==> src/rtl/kolache_alu_pkg.sv <==
// kolache_alu_pkg: shared types and constants for the ALU compare blocks.
//   seq_gt_state_t : FSM state encoding for seq_gt_32b (IDLE, SCAN, DONE)
//   SEQ_GT_WIDTH   : default operand width of seq_gt_32b
//   SEQ_GT_DIGIT   : default number of bits compared per cycle
`timescale 1ns/1ps
package kolache_alu_pkg;

  typedef enum logic [1:0] {
    IDLE = 2'd0,
    SCAN = 2'd1,
    DONE = 2'd2
  } seq_gt_state_t;

  localparam int SEQ_GT_WIDTH = 32;
  localparam int SEQ_GT_DIGIT = 4;

endpackage

==> src/rtl/gt_digit.sv <==
// gt_digit: purely combinational unsigned compare of one DIGIT-bit digit.
//   a_dig, b_dig : digit of operand A / operand B
//   dig_gt       : a_dig > b_dig
//   dig_eq       : a_dig == b_dig
`timescale 1ns/1ps
module gt_digit #(
  parameter int DIGIT = 4
) (
  input  logic [DIGIT-1:0] a_dig,
  input  logic [DIGIT-1:0] b_dig,
  output logic             dig_gt,
  output logic             dig_eq
);

  assign dig_gt = (a_dig > b_dig);
  assign dig_eq = (a_dig == b_dig);

endmodule

==> src/rtl/seq_gt_32b.sv <==
// seq_gt_32b: multi-cycle magnitude comparator (A > B, A == B).
// Scans the registered operands MSB digit first, one DIGIT-bit digit per
// cycle, and stops at the first differing digit. Valid/ready on both sides.
//   clk, rst            : clock, synchronous active-high reset
//   in_valid / in_ready : operand handshake; a, b, signed_op sampled on accept
//   out_valid/out_ready : result handshake; gt, eq valid while out_valid=1
// Optional feature macro: SEQ_GT_SIGNED_EN enables the two's-complement
// compare selected by signed_op; without it signed_op is ignored.
`timescale 1ns/1ps
module seq_gt_32b
  import kolache_alu_pkg::*;
#(
  parameter int WIDTH = SEQ_GT_WIDTH,
  parameter int DIGIT = SEQ_GT_DIGIT
) (
  input  logic             clk,
  input  logic             rst,
  input  logic             in_valid,
  output logic             in_ready,
  input  logic [WIDTH-1:0] a,
  input  logic [WIDTH-1:0] b,
  input  logic             signed_op,
  output logic             out_valid,
  input  logic             out_ready,
  output logic             gt,
  output logic             eq
);

  localparam int NDIG  = WIDTH / DIGIT;
  localparam int IDX_W = (NDIG > 1) ? $clog2(NDIG) : 1;
  localparam logic [IDX_W-1:0] IDX_TOP = IDX_W'(NDIG - 1);

  seq_gt_state_t    state;
  logic [WIDTH-1:0] a_q;
  logic [WIDTH-1:0] b_q;
  logic [IDX_W-1:0] idx;

  logic [WIDTH-1:0] a_load;
  logic [WIDTH-1:0] b_load;

`ifdef SEQ_GT_SIGNED_EN
  // Flipping the sign bit of both operands maps two's-complement order onto
  // unsigned order, so the same digit scan serves both compares.
  localparam logic [WIDTH-1:0] SIGN_BIT = {1'b1, {(WIDTH-1){1'b0}}};
  assign a_load = signed_op ? (a ^ SIGN_BIT) : a;
  assign b_load = signed_op ? (b ^ SIGN_BIT) : b;
`else
  logic unused_signed_op;
  assign unused_signed_op = signed_op;
  assign a_load = a;
  assign b_load = b;
`endif

  // Split the registered operands into digits and pick the current one.
  logic [DIGIT-1:0] a_digs [NDIG];
  logic [DIGIT-1:0] b_digs [NDIG];

  generate
    for (genvar gi = 0; gi < NDIG; gi++) begin : g_digs
      assign a_digs[gi] = a_q[gi*DIGIT +: DIGIT];
      assign b_digs[gi] = b_q[gi*DIGIT +: DIGIT];
    end
  endgenerate

  logic [DIGIT-1:0] a_dig;
  logic [DIGIT-1:0] b_dig;
  logic             dig_gt;
  logic             dig_eq;

  assign a_dig = a_digs[idx];
  assign b_dig = b_digs[idx];

  gt_digit #(
    .DIGIT (DIGIT)
  ) u_gt_digit (
    .a_dig  (a_dig),
    .b_dig  (b_dig),
    .dig_gt (dig_gt),
    .dig_eq (dig_eq)
  );

  // Gated with rst so no accept is advertised while reset is asserted.
  assign in_ready = (state == IDLE) && !rst;

  always_ff @(posedge clk) begin
    if (rst) begin
      state     <= IDLE;
      idx       <= '0;
      a_q       <= '0;
      b_q       <= '0;
      out_valid <= 1'b0;
      gt        <= 1'b0;
      eq        <= 1'b0;
    end else begin
      case (state)
        IDLE: begin
          if (in_valid) begin
            a_q   <= a_load;
            b_q   <= b_load;
            idx   <= IDX_TOP;
            state <= SCAN;
          end
        end
        SCAN: begin
          if (!dig_eq) begin
            gt        <= dig_gt;
            eq        <= 1'b0;
            out_valid <= 1'b1;
            state     <= DONE;
          end else if (idx == '0) begin
            gt        <= 1'b0;
            eq        <= 1'b1;
            out_valid <= 1'b1;
            state     <= DONE;
          end else begin
            idx <= idx - 1'b1;
          end
        end
        DONE: begin
          if (out_ready) begin
            out_valid <= 1'b0;
            state     <= IDLE;
          end
        end
        default: begin
          out_valid <= 1'b0;
          state     <= IDLE;
        end
      endcase
    end
  end

endmodule
==> config.mk <==
export PLATFORM = sky130hd
export DESIGN_NAME = seq_gt_32b
export DESIGN_NICKNAME = d
export VERILOG_FILES = /design/src/rtl/kolache_alu_pkg.sv /design/src/rtl/gt_digit.sv /design/src/rtl/seq_gt_32b.sv
export SDC_FILE = /design/constraint.sdc
export NUM_CORES = 1
export LEC_CHECK = 0
export CAP_MARGIN = 0
export CORE_MARGIN = 2
export CORE_UTILIZATION = 45
export CTS_BUF_LIST = sky130_fd_sc_hd__clkbuf_16
export DETAILED_ROUTE_END_ITERATION = 8
export PLACE_DENSITY = 0.75
export SETUP_SLACK_MARGIN = 0.3
export SLEW_MARGIN = 40
export SYNTH_ARGS = -nofsm -noshare
export SYNTH_HDL_FRONTEND = slang
export SYNTH_SLANG_ARGS = --single-unit
==> constraint.sdc <==
create_clock -name clk -period 2.5 [get_ports clk]
set_input_delay 0.5 -clock clk [delete_from_list [all_inputs] [get_ports clk]]
set_output_delay 0.5 -clock clk [all_outputs]
set_load 0.005 [all_outputs]
-- Word-level counts from Yosys, hierarchy flattened
Index checks and enable logic that the tools add are counted.
- register bits after elaboration: 72
- bits of input ports: 69
- output and inout port bits: 4
- logic and storage cells: 53
- add/subtract/negate cells: 1
- $lt $le $gt $ge: 2
- equality and inequality tests: 9
- mux-type cells: 22
- bitwise operators: 2
- reductions and logical operators: 10
- operators by type and width (kind ; number):
    binary-select mux 4 bit (select 3 bit) ; 2
    2-to-1 mux 4 bit ; 4
    2-to-1 mux 3 bit ; 3
    2-to-1 mux 2 bit ; 4
    inequality test 2 bit (second input constant) ; 4
    2-to-1 mux 1 bit ; 6
    one-hot mux 2 bit (3 select lines) ; 1
    one-hot mux 3 bit (2 select lines) ; 1
    AND reduction 3 bit ; 2
    == test 4 bit ; 1
    >= comparator 4 bit (second input constant) ; 1
    > comparator 4 bit ; 1
    inverter 3 -> 4 bit ; 1
    AND reduction 2 bit ; 2
    AND reduction 4 bit ; 1
    zero test 3 bit ; 1
    inequality test 3 bit (second input constant) ; 1
    one-hot mux 1 bit (3 select lines) ; 1
    subtractor 3 x 1 -> 3 bit (second input constant) ; 1
    == test 2 x 1 -> 1 bit (second input constant) ; 1
    == test 2 bit (second input constant) ; 1
    zero test 2 bit ; 1
    inequality test 2 x 1 -> 1 bit (second input constant) ; 1
    nonzero test 2 bit ; 1
    other kinds (3) ; 3

-- Depth between registers and ports, before layout
Gate-level depths: netlist of run 1.
- depth after elaboration: 7
- mapped depth: 9
- gate-level depth less buffers: 6

-- Hierarchy
A second synthesis of run 1 with hierarchy kept.
- cell total of the unflattened synthesis: 366
- area total of the unflattened synthesis: 3239.4 um2
- by module, submodules not included (module ; times used ; cells each ; area each (um2) ; seq. area each (um2)):
    seq_gt_32b ; 1 ; 353 ; 3130.5 ; 1441.4
    gt_digit ; 1 ; 13 ; 108.9 ; 0.0

-- Worst setup path after synthesis of run 1
Ideal clock, no wire load.
- kind: flip-flop to flip-flop
- start point: register idx[0]
- end point: register idx[2]
- setup time: 0.115 ns
- arrival time: 2.347 ns
- required time: 2.385 ns
- slack: 0.038 ns
- stages on the path, launching flop included: 9
- buffers on the path: 2
- period minus slack after synthesis: 2.462 ns
- cells stage by stage: dfxtp_1 > buf_6 > mux4_1 > mux2_2 > ha_1 > and4_1 > clkbuf_1 > a311o_1 > and3_1
- longest elaborated chain between the ends: 7
- elaborated cells on any way between the ends: 16
- those cells by class: add/sub: 1; eq/ne: 3; mux: 9; bitwise: 1; reduce/logical: 2
- RTL lines (item ; RTL line ; RTL):
    from (decl) ; seq_gt_32b.sv:36 ; logic [IDX_W-1:0] idx;
    from (signal assigned) ; seq_gt_32b.sv:116 ; idx <= idx - 1'b1;
    inverter 3 -> 4 bit (implied by the code) ; seq_gt_32b.sv:70, seq_gt_32b.sv:71 ;
    binary-select mux 4 bit (select 3 bit) (on tied branches) ; seq_gt_32b.sv:70, seq_gt_32b.sv:71 ;
    2-to-1 mux 4 bit (on tied branches) (2 in a row) ; seq_gt_32b.sv:70, seq_gt_32b.sv:71 ;
    == test 4 bit ; gt_digit.sv:16 ; assign dig_eq = (a_dig == b_dig);
    inequality test 2 bit (no source line) ; - ;
    AND reduction 4 bit (no source line) ; - ;
Several ways; a longest one is shown, not always the timed one. The select of a mux whose other input is x is not followed.
A chain may end at the register's enable or synchronous reset.

-- Final worst setup path of run 1
- start point: register idx[0]
- end point: register idx[1]
The elaborated chain is that of the path after synthesis.

==> metrics.txt, run 1 <==
Via Count between 2k and 3k; RSZ-0062 raised after global routing true; core footprint 6910 µm²; slowest CP cell mux4_2; nets just over 500; main combinational cell family by area after synthesis simple AND/OR/NAND/NOR gates; Cell Count, Final, Fillers Out ~530; hold endpoint a_q[20]; worst path cell trace buf_12 -> buf_16 -> mux4_2 -> mux2i_4 -> ha_4 -> and4_4 -> a311oi_1 -> a211oi_2; first-pass GRT wire length roughly 12 mm; IR drop worst, VDD between 0.3 and 0.4 mV; antenna cells 0; CTS tree built; RD Place Congestion about 0.8; Slew @ Worst Pin around 0.9 ns; setup violators final 0; Cell Pwr Density a little under 800 nW/µm²; largest cells by area after synthesis dfxtp_1 (44%), nand2_1 (15%), a21oi_1 (10%), mux4_2 (6.2%), mux4_1 (5.7%); Die Y 89.0 µm; DRT iter0 DRCs 147; most common cell after layout, fill and taps aside nand2_1; max frequency 408 MHz; worst hold path type flop to flop; synthesis-stage register bit count 72; grt ovf 0; Buffers on Ports between 70 and 80; Yosys Warn Count 0; mux cell area share after synthesis approximately 14%; Compound-Gate Fraction of Synth Area between 10% and 20%; hold buffers post-CTS 0; Routed Antenna Nets 0; critical path startpoint category flop; synthesized area around 3300 µm²; Clock Skew about 0.0066 ns; Starting Density around 47%; Die W approximately 89 µm; fin crit share a little under 100%; sequential fraction of the synthesis area 44.3%; Syn Area/Cell between 8 and 9 µm²; DRT Pass-1 Iters 4; wire per inst between 10 and 15 µm; Worst Path Required ~2.7 ns; reg2reg start idx[0]; Most used DFF post-synth dfxtp_1; most frequent cells in the layout nand2_1 (128), dfxtp_1 (71), clkdlybuf4s50_1 (70); pin count of the biggest net entering global routing 74; reg-to-reg slack, setup roughly 0.05 ns; EDFF count, synth 0; Synth Area in Simple Gates between 10% and 20%; Area Overhead vs Synth 36.2%; Tmin final roughly 2.4 ns; max_slew headroom 40.0%; CTS max path bufs 2; Via density between 5 and 6; worst reg2reg path endpoint idx[1]; critical path peak fanout 7; Die ar. slightly below 8000 µm²; max-cap check violation count 0; Gate Count Post-Synth roughly 360; Synth area leader dfxtp_1; share of cells above drive strength 1 between 10% and 20%; Final Hold Vio Count 0; # rows 30; DRC Markers 0; cell count after placement between 500 and 600; Netlist cell types 34; H-tree depth 3; Setup TNS 0 ns; Max Slew Vio Count 0; Worst path max stage delay between 0.5 and 0.6 ns; outcome finished clean; Syn Nets 439; ys async rst share 0%; antenna violations before repair 0; I/O pin total 73; Worst setup EP type flop; Post-Route WL roughly 7.9 mm; leakage power 1.64 nW; vias in the first global route approximately 2.6k; CTS buffer count 9; adder and majority gate portion of the synthesized area under 10%; worst hold path depth 2; min-delay src a_q[20]; fill count just under 600; Sink Count 72; gr usage total just over 20%; Worst R2R Path Depth 8; proportion of netlist area held by the largest area contributor roughly 44%; WS Path Type flop to flop; critical path arrival roughly 2.6 ns; XOR/XNOR share of the synthesized area 0%; DP HPWL 5.19 mm; clock-pin slew on the worst setup and hold paths about 0.05 ns; root buffer cell clkbuf_16; clk_lat worst skew ~0.32 ns
==> report_power, final <==
group / internal [mW] / switching [mW] / leakage (nW)
registers: 1.27 / 0.107 / 0.592
clock network: 0.644 / 0.424 / 0.141
logic: 0.560 / 0.488 / 0.903
total: 2.48 / 1.02 / 1.64
==> synthesized netlist by cell type (2+ instances only) <==
| library cell | n |
|---|---|
| mux2_2 | 4 |
| nand2_1 | 128 |
| nand4_1 | 2 |
| mux4_1 | 7 |
| nor2b_1 | 4 |
| nor3_1 | 3 |
| mux2i_1 | 4 |
| ha_1 | 6 |
| a211oi_1 | 2 |
| mux4_2 | 9 |
| buf_4 | 6 |
| clkbuf_1 | 11 |
| dfxtp_1 | 72 |
| a311oi_1 | 3 |
| nand2b_1 | 2 |
| and3_1 | 2 |
| a21oi_1 | 68 |
| inv_1 | 4 |
| buf_2 | 4 |
| buf_6 | 8 |
| a31oi_1 | 2 |
==> logic make-up (layout without fill, tap and decap cells) <==
| group | Yosys count | in the layout |
|---|---|---|
| and+or+nand+nor | 148 | 148 |
| AOI/OAI and AO/OA | 81 | 81 |
| DFF | 72 | 72 |
| buffers and inverters | 33 | 107 |
| muxes | 24 | 24 |
| adders and majority gates | 6 | 6 |
==> critical path, delay by kind of cell, from the launching register on <==
family / cells / cell delay [ns]
and+or+nand+nor: 1 / 0.22
AOI/OAI and AO/OA: 2 / 0.48
buffers and inverters: 2 / 0.23
DFF: 1 / 0.40
adders and majority gates: 1 / 0.23
muxes: 2 / 0.73
==> state kept, by name (all words and copies together), names as in the netlist <==
signal	flops
a_q	32
b_q	32
idx	3
state	2
eq	1
gt	1
out_valid	1
==> what timing repair did <==
action,CTS,global route
setup buffers,3,0
resized for setup,19,7
gates cloned,1,0
endpoints found under the setup margin,8,8
pin swaps,6,4
==> worst max path at each step <==
stage | from | endpoint | cells after the start
detailed placement | idx[0] | idx[2] | 7
global placement | idx[0] | idx[2] | 7
floorplan | idx[0] | idx[2] | 9
global route | idx[0] | idx[1] | 8
CTS | idx[0] | idx[2] | 8
finish | idx[0] | idx[1] | 8
==> routing by layer <==
metal,track usage (%),wire length (µm),vias up
met5,0,0,-
met4,8.96,112,0
met3,3.51,354,11
met2,33.6,3890,75
met1,27.2,3510,1287
li1,-,-,1390
==> cell type report <==
class                           count  area (µm²)  share of cell area, %
Sequential cell                    72        1450                   32.6
Multi-Input combinational cell    259        1710                   38.5
Inverter                            4        15.0                  0.339
Timing Repair Buffer               88         895                   20.2
Clock inverter                      6        23.8                  0.537
Tap cell                           96         120                   2.71
Clock buffer                        9         225                   5.08
==> stage by stage <==
| step | hold WS (ns) | utilization, % | instance area (µm²) | power [mW] | setup WS, ns |
|---|---|---|---|---|---|
| finish | 0.452 | 64.1 | 4430 | 3.50 | 0.0501 |
| floorplan | 0.432 | - | 3300 | 2.01 | 0.150 |
| CTS | 0.454 | 63.5 | 4380 | 3.45 | 0.164 |
| global route | 0.466 | 64.1 | 4430 | 3.66 | 0.0120 |
| detailed placement | 0.445 | 58.8 | 4060 | 2.28 | -0.0177 |
| global placement | 0.438 | 58.8 | 4060 | 2.25 | 0.0120 |
Power figures use the tool's default switching activity.
==> inputs of run 2 (changes only) <==
- CORE_ASPECT_RATIO: unset -> 2
- SLEW_MARGIN: 40 -> 20
==> metrics.txt, run 2 (synthesis results as in run 1) <==
Worst Path Buf+Inv 2 (unchanged); worst path cell trace buf_12 -> buf_16 -> mux4_2 -> mux2_4 -> ha_4 -> and4_4 -> and3_4 -> a211oi_1 (was buf_12 -> buf_16 -> mux4_2 -> mux2i_4 -> ha_4 -> and4_4 -> a311oi_1 -> a211oi_2); DRT Pass-1 Iters 5 (was 4); vias in the first global route 2770 (was 2648); critical path arrival 2.56 ns (was 2.62 ns); first-pass GRT wire length 12.7 mm (was 12.5 mm); CTS buffer count 9 (unchanged); share of cells above drive strength 1 12.2% (was 14.4%); core footprint 6990 µm² (was 6910 µm²); most frequent cells in the layout nand2_1 (128), dfxtp_1 (71), clkdlybuf4s50_1 (70) (unchanged); max_slew headroom 50.3% (was 40.0%); Die W 64.1 µm (was 89.0 µm); antenna violations before repair 0 (unchanged); Starting Density 46.5% (was 47.1%); I/O pin total 73 (unchanged); gr usage total 20.4% (was 20.7%); Area Overhead vs Synth 34.4% (was 36.2%); most common cell after layout, fill and taps aside nand2_1 (unchanged); H-tree depth 3 (unchanged); Worst setup EP type flop (unchanged); outcome finished clean (unchanged); setup violators final 0 (unchanged); Final Hold Vio Count 0 (unchanged); antenna cells 0 (unchanged); root buffer cell clkbuf_16 (unchanged); Slew @ Worst Pin 0.744 ns (was 0.898 ns); Die ar. 7970 µm² (was 7930 µm²); part of the power in the clock network 31.0% (was 30.5%); switching share of power 28.6% (was 29.2%); grt ovf 0 (unchanged); max frequency 420 MHz (was 408 MHz); Worst Path Required 2.68 ns (was 2.67 ns); CTS tree built (unchanged); DP HPWL 4.99 mm (was 5.19 mm); Via Count 2758 (was 2763); RD Place Congestion 0.821 (was 0.797); fin crit share 95.2% (was 98.0%); internal power 2.46 mW (was 2.48 mW); Clock Skew 0.00482 ns (was 0.00658 ns); DRC Markers 0 (unchanged); Post-DP Area 4030 µm² (was 4060 µm²); Die Y 124 µm (was 89.0 µm); nets 505 (was 509); hold buffers post-CTS 0 (unchanged); wire per inst 14.1 µm (was 14.7 µm); Worst path max stage delay 0.49 ns (was 0.54 ns); Tmin final 2.38 ns (was 2.45 ns); Largest regs a_q (32), b_q (32), idx (3) (unchanged); Sink Count 72 (unchanged); Cell Pwr Density 789 nW/µm² (was 790 nW/µm²); Via density 5.26 (was 5.17); Seq pwr share 39.7% (was 39.5%); family with the most delay on the worst path multiplexers (unchanged); P_sw 987 µW (was 1.02 mW); Setup TNS 0 ns (unchanged); clk_lat worst skew 0.33 ns (was 0.32 ns); DRT iter0 DRCs 113 (was 147); critical path peak fanout 6 (was 7); leakage power 1.63 nW (was 1.64 nW); Routed Antenna Nets 0 (unchanged); Buffers on Ports 71 (unchanged); slowest CP cell mux4_2 (unchanged); # rows 43 (was 30); pin count of the biggest net entering global routing 74 (unchanged); worst hold path type flop to flop (unchanged); WS Path Type flop to flop (unchanged); Max Slew Vio Count 0 (unchanged); max-cap check violation count 0 (unchanged); critical path startpoint category flop (unchanged); RSZ-0062 raised after global routing true (unchanged); Gate power share 29.3% (was 30.0%); Post-Route WL 7.37 mm (was 7.87 mm); CTS max path bufs 2 (unchanged); fin area 4370 µm² (was 4430 µm²); IR drop worst, VDD 0.615 mV (was 0.396 mV); clock-pin slew on the worst setup and hold paths 0.05 ns (about the same)
## run 2: cell types whose count changed in the layout (fill, tap and decap cells not counted), sizes merged
| cell | delta |
|---|---|
| buf | -4 |
| clkinv | +1 |
| inv | -1 |
## run 2: worst reg2reg max path: stages, from the launching register on
cell	delay (ns)
dfxtp_4	0.40
buf_12	0.12
buf_16	0.11
mux4_2	0.49
mux2_4	0.30
ha_4	0.29
and4_4	0.26
and3_4	0.20
a211oi_1	0.07
## run 2: metal layers
layer  GRT usage (%)  part of all wire (%)  up-vias
met5               0                     0        -
li1                -                     -     1383
met2            36.3                    56       66
met1            22.5                    38     1293
met4            9.89                   2.7        0
met3            4.07                   3.4       16
## run 2: power by group through the flow
stage	clock network, mW	logic [mW]	registers, mW
6_report	1.07	1.01	1.37
5_1_grt	1.13	1.11	1.39
4_1_cts	1.08	0.989	1.37
3_5_place_dp	0	0.896	1.38
3_3_place_gp	0	0.874	1.38
2_1_floorplan	0	0.665	1.34
## run 2: repair_timing
item                       CTS  global route
setup endpoints to repair    8             8
buffers inserted             3             0
hold endpoints to repair     0             0
pin swaps                    8             0
cloned                       1             0
gates resized for setup     15             2
## run 2: worst paths after layout
kind / start / end / slack, ns / cells after the start
max: idx[0] / idx[0] / 0.12 / 8
max reg2reg: idx[0] / idx[0] / 0.12 / 8
min: b_q[7] / b_q[7] / 0.45 / 2
min reg2reg: b_q[7] / b_q[7] / 0.45 / 2
## run 2: cell type report
cell class,count,area [µm²]
fill,598,2620
multi-input combinational,259,1680
sequential,72,1450
timing repair buffer,84,873
clock buffer,9,225
tap,90,113
clock inverter,6,22.5
inverter,4,15.0
## run 2: metrics by stage
stage / setup WS, ns / power [mW] / utilization, % / cells / hold slack, ns
floorplan: 0.150 / 2.01 / - / 364 / 0.432
finish: 0.121 / 3.45 / 62.5 / 524 / 0.451
detailed placement: 0.0201 / 2.28 / 57.7 / 505 / 0.445
CTS: 0.143 / 3.44 / 62.5 / 524 / 0.454
global route: 0.0226 / 3.63 / 62.5 / 524 / 0.468
global placement: 0.0287 / 2.25 / 57.7 / 505 / 0.439
==> inputs of run 3 (changes only) <==
- CORE_ASPECT_RATIO: 2 -> 0.7
- CORE_UTILIZATION: 45 -> 30
- CTS_CLUSTER_SIZE: unset -> 28
- PLACE_DENSITY: 0.75 -> unset
==> metrics.txt, run 3 (synthesis results as in run 1) <==
outcome finished clean (unchanged); core footprint 10400 µm² (was 6990 µm²); Largest regs a_q (32), b_q (32), idx (3) (unchanged); Die ar. 11700 µm² (was 7970 µm²); setup violators final 0 (unchanged); reg-to-reg slack, setup 0.14 ns (was 0.12 ns); Clock Skew 0.00648 ns (was 0.00482 ns); Max Slew Vio Count 0 (unchanged); Via density 4.80 (was 5.26); worst path cell trace buf_12 -> mux4_2 -> mux2_4 -> ha_4 -> and4_4 -> buf_6 -> a31oi_1 -> nor3_1 (was buf_12 -> buf_16 -> mux4_2 -> mux2_4 -> ha_4 -> and4_4 -> and3_4 -> a211oi_1); clock-pin slew on the worst setup and hold paths 0.06 ns (was 0.05 ns); critical path startpoint category flop (unchanged); Worst Path Required 2.74 ns (was 2.68 ns); hold buffers post-CTS 0 (unchanged); max-cap check violation count 0 (unchanged); root buffer cell clkbuf_16 (unchanged); slowest CP cell mux4_2 (unchanged); antenna cells 0 (unchanged); Die Y 91.1 µm (was 124 µm); pin count of the biggest net entering global routing 74 (unchanged); vias in the first global route 2710 (was 2770); wire per inst 14.2 µm (was 14.1 µm); Cell Pwr Density 804 nW/µm² (was 789 nW/µm²); RSZ-0062 raised after global routing true (unchanged); Buffers on Ports 71 (unchanged); post-place setup slack 0.0340 ns (was 0.0201 ns); worst hold path type flop to flop (unchanged); Worst path max stage delay 0.51 ns (was 0.49 ns); RD Place Congestion 0.760 (was 0.821); DRT Pass-1 Iters 4 (was 5); Starting Density 31.2% (was 46.5%); Final WS setup 0.140 ns (was 0.121 ns); Die W 128 µm (was 64.1 µm); share of cells above drive strength 1 13.7% (was 12.2%); Routed Antenna Nets 0 (unchanged); first-pass GRT wire length 13.3 mm (was 12.7 mm); most common cell after layout, fill and taps aside nand2_1 (unchanged); antenna violations before repair 0 (unchanged); CTS tree built (unchanged); IR drop worst, VDD 0.369 mV (was 0.615 mV); grt ovf 0 (unchanged); min-delay src b_q[16] (was b_q[7]); fin crit share 94.4% (was 95.2%); nets 508 (was 505); Sink Count 72 (unchanged); Post-Route WL 8.09 mm (was 7.37 mm); fin area 4500 µm² (was 4370 µm²); Critical Path Start idx[0] (unchanged); CTS max path bufs 2 (unchanged); Via Count 2738 (was 2758); DRT iter0 DRCs 212 (was 113); Tmin final 2.36 ns (was 2.38 ns); Cell Count, Final, Fillers Out 570 (was 524); WS Path Type flop to flop (unchanged); most frequent cells in the layout nand2_1 (128), dfxtp_1 (71), clkdlybuf4s50_1 (70) (unchanged); max frequency 424 MHz (was 420 MHz); cell count after placement 548 (was 505); Post-DP Area 4090 µm² (was 4030 µm²); Area Overhead vs Synth 38.2% (was 34.4%); H-tree depth 3 (unchanged); Worst setup EP type flop (unchanged); DRC Markers 0 (unchanged); # rows 31 (was 43); DP HPWL 5.62 mm (was 4.99 mm); Setup TNS 0 ns (unchanged); Final Hold Vio Count 0 (unchanged); I/O pin total 73 (unchanged); critical path arrival 2.60 ns (was 2.56 ns); Slew @ Worst Pin 0.864 ns (was 0.744 ns); critical path peak fanout 7 (was 6); leakage power 1.65 nW (was 1.63 nW); reg2reg start idx[0] (unchanged); max_slew headroom 42.4% (was 50.3%); CTS buffer count 9 (unchanged); gr usage total 14.5% (was 20.4%); clk_lat worst skew 0.32 ns (was 0.33 ns)
[run 3: power by group]
| group | switching (mW) | internal (mW) | total [mW] |
|---|---|---|---|
| Combinational | 0.472 | 0.564 | 1.04 |
| Clock | 0.445 | 0.754 | 1.20 |
| Sequential | 0.107 | 1.27 | 1.38 |
| Total | 1.02 | 2.59 | 3.62 |
[run 3: path summary, 6_finish.rpt]
| kind | to | cells after the start |
|---|---|---|
| worst max-delay path | state[0] | 8 |
| worst min-delay path | b_q[16] | 2 |
| worst max register to register | state[0] | 8 |
| worst min register to register | b_q[16] | 2 |
[run 3: critical path: cells and delay by family, from the launching register on]
| kind | cells | cell delay [ns] |
|---|---|---|
| mux | 2 | 0.80 |
| fa+ha+maj | 1 | 0.27 |
| compound gates | 1 | 0.07 |
| buf+inv | 2 | 0.25 |
| simple gates | 2 | 0.48 |
| flops | 1 | 0.41 |
[run 3: per-layer routing]
metal	share of wire (%)	vias to the layer above	track usage, %
li1	-	1386	-
met1	49	1276	20.3
met2	43	66	21.2
met3	6.6	10	5.07
met4	1.0	0	4.03
met5	0	-	0
[run 3: cell type report]
class | instances | area, µm²
Clock buffer | 9 | 225
Clock inverter | 7 | 56.3
Fill cell | 993 | 5940
Inverter | 4 | 15.0
Multi-Input combinational cell | 259 | 1700
Sequential cell | 72 | 1450
Tap cell | 132 | 165
Timing Repair Buffer | 87 | 887
[run 3: repair_timing]
action,CTS,global route
gates cloned,1,0
endpoints found under the hold margin,0,0
endpoints found under the setup margin,8,8
pin swaps,3,6
buffers inserted,4,1
resized for setup,20,3
[run 3: per-stage QoR]
stage                     hold WS, ns  total power [mW]  utilization (%)
after global routing            0.469              3.82             43.1
after CTS                       0.452              3.62             43.0
after floorplan                 0.432              2.01                -
final                           0.452              3.62             43.1
after detailed placement        0.445              2.30             39.2
after global placement          0.439              2.29             39.2
